**src/rtl/systolic_feeder.sv**
```systemverilog
// systolic_feeder: holds two 3x3 matrices and streams them skewed
// into the west (a) and north (b) edges of a 3x3 systolic array.
module systolic_feeder #(
  parameter int DATA_SIZE    = 2,
  parameter int DRAIN_CYCLES = 4
) (
  input  logic                 clk,
  input  logic                 reset,
  input  logic                 load_valid,
  output logic                 load_ready,
  input  logic                 load_sel,
  input  logic [1:0]           load_row,
  input  logic [1:0]           load_col,
  input  logic [DATA_SIZE-1:0] load_data,
  output logic                 load_err,
  input  logic                 start,
  output logic                 busy,
  output logic                 done,
  output logic                 feed_valid,
  output logic [DATA_SIZE-1:0] a1,
  output logic [DATA_SIZE-1:0] a2,
  output logic [DATA_SIZE-1:0] a3,
  output logic [DATA_SIZE-1:0] b1,
  output logic [DATA_SIZE-1:0] b2,
  output logic [DATA_SIZE-1:0] b3
);

  localparam int CW =
    (DRAIN_CYCLES < 1) ? 1 : $clog2(DRAIN_CYCLES + 1);
  localparam logic [CW-1:0] CMAX = CW'(DRAIN_CYCLES);

  typedef enum logic [1:0] {
    S_IDLE,
    S_FEED,
    S_DRAIN
  } state_t;

  typedef logic [2:0][2:0][DATA_SIZE-1:0] mat_t;
  typedef logic [2:0][DATA_SIZE-1:0]      vec_t;

  state_t        r_state;
  state_t        w_state_nxt;
  logic [2:0]    r_step;
  logic [2:0]    w_step_nxt;
  logic [CW-1:0] r_cnt;
  logic [CW-1:0] w_cnt_nxt;
  mat_t          r_ma;
  mat_t          r_mb;
  mat_t          w_ma_nxt;
  mat_t          w_mb_nxt;
  vec_t          r_av;
  vec_t          r_bv;
  vec_t          w_av;
  vec_t          w_bv;
  logic          r_busy;
  logic          r_done;
  logic          r_fv;
  logic          r_err;
  logic          w_busy_nxt;
  logic          w_done_nxt;
  logic          w_emit;
  logic [2:0]    w_s;
  logic          w_idle;
  logic          w_acc;
  logic          w_oob;
  logic          w_wr;
  logic          w_err_nxt;

  assign w_idle    = (r_state == S_IDLE);
  assign w_acc     = load_valid & w_idle;
  assign w_oob     = (load_row == 2'd3) |
                     (load_col == 2'd3);
  assign w_wr      = w_acc & ~w_oob;
  assign w_err_nxt = w_acc & w_oob;

  // Step 0 reads the post-write matrices so a same-edge write is seen.
  always_comb begin
    w_ma_nxt = r_ma;
    w_mb_nxt = r_mb;
    if (w_wr && !load_sel)
      w_ma_nxt[load_row][load_col] = load_data;
    if (w_wr && load_sel)
      w_mb_nxt[load_row][load_col] = load_data;
  end

  always_comb begin
    w_state_nxt = r_state;
    w_step_nxt  = r_step;
    w_cnt_nxt   = r_cnt;
    w_busy_nxt  = r_busy;
    w_done_nxt  = 1'b0;
    w_emit      = 1'b0;
    w_s         = r_step;
    unique case (r_state)
      S_IDLE: begin
        w_s        = 3'd0;
        w_busy_nxt = 1'b0;
        if (start) begin
          w_state_nxt = S_FEED;
          w_step_nxt  = 3'd1;
          w_busy_nxt  = 1'b1;
          w_emit      = 1'b1;
        end
      end
      S_FEED: begin
        w_emit = 1'b1;
        if (r_step == 3'd4) begin
          w_state_nxt = S_DRAIN;
          w_cnt_nxt   = '0;
        end else begin
          w_step_nxt = r_step + 3'd1;
        end
      end
      S_DRAIN: begin
        if (r_cnt == CMAX) begin
          w_state_nxt = S_IDLE;
          w_busy_nxt  = 1'b0;
          w_done_nxt  = 1'b1;
        end else begin
          w_cnt_nxt = r_cnt + 1'b1;
        end
      end
      default: begin
        w_state_nxt = S_IDLE;
        w_busy_nxt  = 1'b0;
      end
    endcase
  end

  // Skew: lane i carries the element whose indices sum to the step.
  always_comb begin
    w_av = '0;
    w_bv = '0;
    if (w_emit) begin
      for (int i = 0; i < 3; i++) begin
        for (int k = 0; k < 3; k++) begin
          if (i + k == int'(w_s)) begin
            w_av[i] = w_ma_nxt[i][k];
            w_bv[i] = w_mb_nxt[k][i];
          end
        end
      end
    end
  end

  always_ff @(posedge clk or negedge reset) begin
    if (!reset) begin
      r_state <= S_IDLE;
      r_step  <= '0;
      r_cnt   <= '0;
      r_ma    <= '0;
      r_mb    <= '0;
      r_av    <= '0;
      r_bv    <= '0;
      r_busy  <= 1'b0;
      r_done  <= 1'b0;
      r_fv    <= 1'b0;
      r_err   <= 1'b0;
    end else begin
      r_state <= w_state_nxt;
      r_step  <= w_step_nxt;
      r_cnt   <= w_cnt_nxt;
      r_ma    <= w_ma_nxt;
      r_mb    <= w_mb_nxt;
      r_av    <= w_av;
      r_bv    <= w_bv;
      r_busy  <= w_busy_nxt;
      r_done  <= w_done_nxt;
      r_fv    <= w_emit;
      r_err   <= w_err_nxt;
    end
  end

  assign load_ready = w_idle;
  assign load_err   = r_err;
  assign busy       = r_busy;
  assign done       = r_done;
  assign feed_valid = r_fv;
  assign a1         = r_av[0];
  assign a2         = r_av[1];
  assign a3         = r_av[2];
  assign b1         = r_bv[0];
  assign b2         = r_bv[1];
  assign b3         = r_bv[2];

endmodule
```
**config.mk**
```make
export PLATFORM = sky130hd
export DESIGN_NAME = systolic_feeder
export DESIGN_NICKNAME = d
export VERILOG_FILES = /design/src/rtl/systolic_feeder.sv
export SDC_FILE = /design/constraint.sdc
export NUM_CORES = 1
export LEC_CHECK = 0
export BUFFER_PORTS_ARGS = -buffer_cell sky130_fd_sc_hd__buf_2
export CAP_MARGIN = 20
export CORE_ASPECT_RATIO = 0.7
export CORE_MARGIN = 3
export CORE_UTILIZATION = 35
export CTS_BUF_LIST = sky130_fd_sc_hd__clkbuf_8
export CTS_CLUSTER_DIAMETER = 40
export DETAILED_ROUTE_END_ITERATION = 6
export GPL_ROUTABILITY_DRIVEN = 0
export PLACE_DENSITY = 0.59
export SYNTH_ARGS = -nofsm -noshare
export SYNTH_HDL_FRONTEND = slang
export SYNTH_SLANG_ARGS = --single-unit
```
**constraint.sdc**
```tcl
create_clock -name clk -period 5.8 [get_ports clk]
set_clock_uncertainty 0.1 [all_clocks]
set_input_delay 1.16 -clock clk [delete_from_list [all_inputs] [get_ports clk]]
set_output_delay 1.16 -clock clk [all_outputs]
set_load 0.02 [all_outputs]
```
Word level (Yosys, flattened, before mapping):

Cells that the tools add are included.

* flip-flop bits (word level): 60
* latch bits: 0
* bits in writable memories: 0
* ROM bits: 0
* bits of input ports: 11
* output and inout bits: 17
* word-level logic and storage cells: 116
* memories kept: 0

* $add $sub $neg: 2
* multipliers: 0
* div/mod/pow operators: 0
* magnitude comparators: 4
* equality and inequality tests: 15
* shift operators: 0
* multiplexer cells: 45
* bitwise operators: 6
* reduce and logical (&&, ||, !) cells: 13

Operator list (count)
* 2-to-1 mux 2 bit: 22
* bitwise mux 18 bit: 2
* 2-to-1 mux 18 bit: 2
* 2-to-1 mux 6 bit: 3
* 2-to-1 mux 3 bit: 5
* demux 6 bit (select 2 bit): 1
* case mux 3 bit (2 select lines): 2
* != test 2 bit, second input constant: 5
* == test 3 bit, first input constant: 3
* AND reduction 3 bit: 3
* adder 3 x 1 -> 3 bit, second input constant: 2
* == test 2 bit, second input constant: 3
* == test 3 bit, second input constant: 2
* less-than comparator 2 x 3 -> 1 bit, second input constant: 2
* case mux 2 bit (3 select lines): 1
* demux 2 bit (select 2 bit): 1
* >= comparator 2 x 1 -> 1 bit, second input constant: 2
* logical AND 1 bit: 4
* 2-to-1 mux 1 bit: 4
* nonzero test 2 bit: 2
* AND 1 bit: 3
* == test 2 x 3 -> 1 bit, first input constant: 1
* zero test 3 bit: 1
* case mux 1 bit (3 select lines): 1
* 7 further kinds: 8

Longest topological paths before layout:

* depth after elaboration: 12
* gate-level depth with buffers: 7
* mapped depth without buffers: 7

Worst setup path before layout:

Ideal clock, no wire load.

* path kind: input port to flip-flop
* start point: input port load_sel
* end point: register r_av, in the netlist a2[0]
* arrival: 2.408 ns
* setup slack: 3.165 ns
* stages on the path: 5
* path buffers: 0
* cell sequence: or4_4 > nor2_4 > mux2_2 > a22oi_1 > a21oi_1

RTL lines
* start: declaration: line 11 `input logic load_sel,`
* end signal: assignment: line 165 `r_av <= w_av;`
* end: declaration: line 51 `vec_t r_av;`

Worst setup path after layout:

* start point: register r_state[0]
* end point: output port load_ready

* longest elaborated chain between the ends: 1

Ends and longest elaborated chain
* start: declaration: line 41 `state_t r_state;`
* start signal: assignment: line 160 `r_state <= w_state_nxt;`
* zero test 2 bit: line 69 `assign w_idle = (r_state == S_IDLE);`
* end: declaration: line 10 `output logic load_ready,`

Every way passes these cells.

==> metrics.md <==
| Metric | Value |
|---|---|
| CTS Buffer Depth | `2` |
| Post-Syn Area | `0.00281 mm^2` |
| Initial antenna violation count | `0` |
| XOR/XNOR Fraction of Synth Area | `0%` |
| Worst-path clk slew | `0.07 ns` |
| Iteration-0 DRC Markers | `97` |
| PortBufs | `27` |
| IO Count | `28` |
| CTS root buf | `clkbuf_8` |
| Net switching power figure | `0.517 mW` |
| Synth Flop Type | `dfrtp_1` |
| Die Y | `80.9 um` |
| Max Freq | `336 MHz` |
| Sw Ratio | `36.6%` |
| Wire per inst | `16.2 um` |
| Die Wd | `113 um` |
| Syn Nets | `261` |
| Yosys warnings | `0` |
| Die footprint | `0.00915 mm^2` |
| Initial DRT Pass Iterations | `4` |
| Largest family of logic cells by synthesized area | `simple AND/OR/NAND/NOR gates` |
| Min Tclk post-route | `2.97 ns` |
| Internal power | `0.897 mW` |
| Initial Utilization | `37.2%` |
| Pin count of the biggest net entering global routing | `61` |
| Final setup violation count | `0` |
| Diodes inserted | `0` |
| Share of cells above drive strength 1 | `29.7%` |
| Post-synthesis adder-cell area fraction | `1.78%` |
| Max VDD drop | `220 uV` |
| Critical Path Slowest Stage Cell | `dfrtp_1` |
| Fin Setup TNS | `0 ns` |
| Combinational share of power | `30.5%` |
| Hold-fix buffers, CTS | `0` |
| Postcts setup bufs | `0` |
| Number of synthesized flops with an enable pin | `0` |
| DRC viols | `0` |
| Nets | `289` |
| WP data arrival | `1.71 ns` |
| Ys async rst share | `100%` |
| First-pass GRT wire length | `10.4 mm` |
| Seq/Total Area, Yosys | `53.5%` |
| Dpl hpwl | `4.25 mm` |
| Crit-path max cell delay | `0.62 ns` |
| Period utilization | `51.3%` |
| Total Routing Usage GR | `15.1%` |
| Final Slew Violations | `0` |
| Pleak | `1.54 nW` |
| Simple-Gate Fraction of Synth Area | `18.0%` |
| Detail Route Antenna Nets | `0` |
| Mux cell area share after synthesis | `14.4%` |
| Layout area overhead | `14.8%` |
| Flip-flop and latch count after synthesis | `60` |
| Final hold slack | `0.373 ns` |
| CTS resizes | `0` |
| Drt total wl | `6.10 mm` |
| Critical path launch point type | `register` |
| Measured slew at the worst slew-check pin | `0.749 ns` |
| Final hold vios | `0` |
| Clock sink count | `60` |
| PD cells | `439 mW/mm^2` |
| CTS tree | `done` |
| Crit Path Max Fanout | `18` |
| Cells after Synth | `246` |
| Row cnt | `26` |
| Congestion Overflow GR | `0` |
| Sequential share of power | `43.4%` |
| RSZ-0062 raised after global routing | `no` |
| WP data required | `4.54 ns` |
| Synth Area in Compound Gates | `9.32%` |
| CTS HTree Levels | `3` |
| Hold Crit Class | `reg2reg` |
| Outcome | `finished clean` |
| Max transition margin | `49.6%` |
| CP Capture Type | `output pin` |
| Yosys cell types | `47` |
| Vias in the first global route | `1984` |
| Cells along the critical path | `nor2_2 > buf_2` |
| Total of max-cap violations | `0` |
| Core ar. | `0.00755 mm^2` |
| Vias | `1922` |
| Worst skew pair latency | `0.34 ns` |
| Via density | `5.10` |
| Crit path kind | `reg2out` |
| Final Core Density | `42.7%` |
| Syn Area/Cell | `11.4 um^2` |
| Num CTS Buffers | `9` |
| Clock power share | `26.1%` |
## cell usage after synthesis (3+ instances only)
cell type,instances,share of area (%)
a22oi_1,4,1.1
clkbuf_1,8,1.1
dfrtp_1,60,53
a21oi_1,7,1.2
mux2i_1,7,2.5
nor2_1,10,1.3
nand3_1,12,2.1
o21ai_0,10,1.8
o22ai_1,3,0.67
ha_1,4,1.8
o211ai_1,3,0.80
nand2b_1,3,0.67
mux2_2,27,11
nor2b_1,3,0.67
nand4_1,3,0.67
inv_1,9,1.2
nand2_1,34,4.5
## through the flow
step           std cells  area [um^2]  power, mW  setup WS (ns)
6_report             377         3220       1.41           2.83
3_5_place_dp         361         3020       1.05           2.89
4_1_cts              377         3220       1.43           2.83
3_3_place_gp         361         3020       1.05           2.91
2_1_floorplan        246         2810      0.921           3.16
5_1_grt              377         3220       1.52           2.72
## routing by layer
layer	vias up	part of all wire, %	wire length [um]	global-route usage, %
met1	937	54	3280	22.2
met5	-	0	0	0
li1	937	-	-	-
met3	10	4.2	255	4.17
met2	38	40	2450	20.2
met4	0	1.9	113	7.32
## critical path: cells and delay by family (launching register included)
kind                   cells  cell delay (ns)
flip-flops                 1             0.62
AND/OR/NAND/NOR            1             0.49
buffers and inverters      1             0.25
## state kept, by name, summed over array words and instances (netlist names)
register and cells:
b3 2, feed_valid 1, r_state 2, a3 2, r_ma 18, r_step 3, b1 2, b2 2
busy 1, a1 2, r_mb 18, a2 2, r_cnt 3, done 1, load_err 1
## cells by family (layout without fill, tap and decap cells)
| group | Yosys count | after routing |
|---|---|---|
| simple gates | 87 | 87 |
| mux | 36 | 36 |
| buf+inv | 21 | 54 |
| compound gates | 38 | 38 |
| flops | 60 | 60 |
| fa+ha+maj | 4 | 4 |
## cell usage in the layout, fill, tap and decap left out, types with 3 or more instances in the layout
cell type  Yosys  routed
nor2_1        10      10
nand4_1        3       3
dfrtp_1       60      60
buf_2          1      27
o22ai_1        3       3
o211ai_1       3       3
nor2b_1        3       3
nand2b_1       3       3
nand2_1       34      34
nand3_1       12      12
inv_1          9      13
mux2i_1        7       7
mux2_2        27      27
ha_1           4       4
a21oi_1        7       7
o21ai_0       10      10
a22oi_1        4       4
clkbuf_8       0      11
## worst paths after layout
kind | end | slack (ns) | cells past startpoint | startpoint
max in group asynchronous | r_ma[2] | 4.23 | 2 | reset
worst max-delay path | load_ready | 2.83 | 2 | r_state[0]
worst min register to register | r_mb[13] | 0.37 | 2 | r_mb[13]
min in group asynchronous | r_ma[12] | 0.87 | 2 | reset
worst min-delay path | r_mb[13] | 0.37 | 2 | r_mb[13]
worst max register to register | a2[1] | 3.55 | 5 | r_state[0]
## power groups by stage
stage               combinational [mW]  clock (mW)  sequential (mW)
floorplan                        0.326           0            0.595
global route                     0.488       0.398            0.634
CTS                              0.434       0.380            0.614
finish                           0.431       0.369            0.614
detailed placement               0.431           0            0.621
global placement                 0.426           0            0.622
## cell type report
class,instances,area [um^2]
Sequential cell,60,1500
Fill cell,737,4330
Clock inverter,5,45.0
Multi-Input combinational cell,165,1220
Inverter,10,37.5
Clock buffer,11,151
Tap cell,98,123
Timing Repair Buffer,28,143
(Power assumes the default switching activity.)
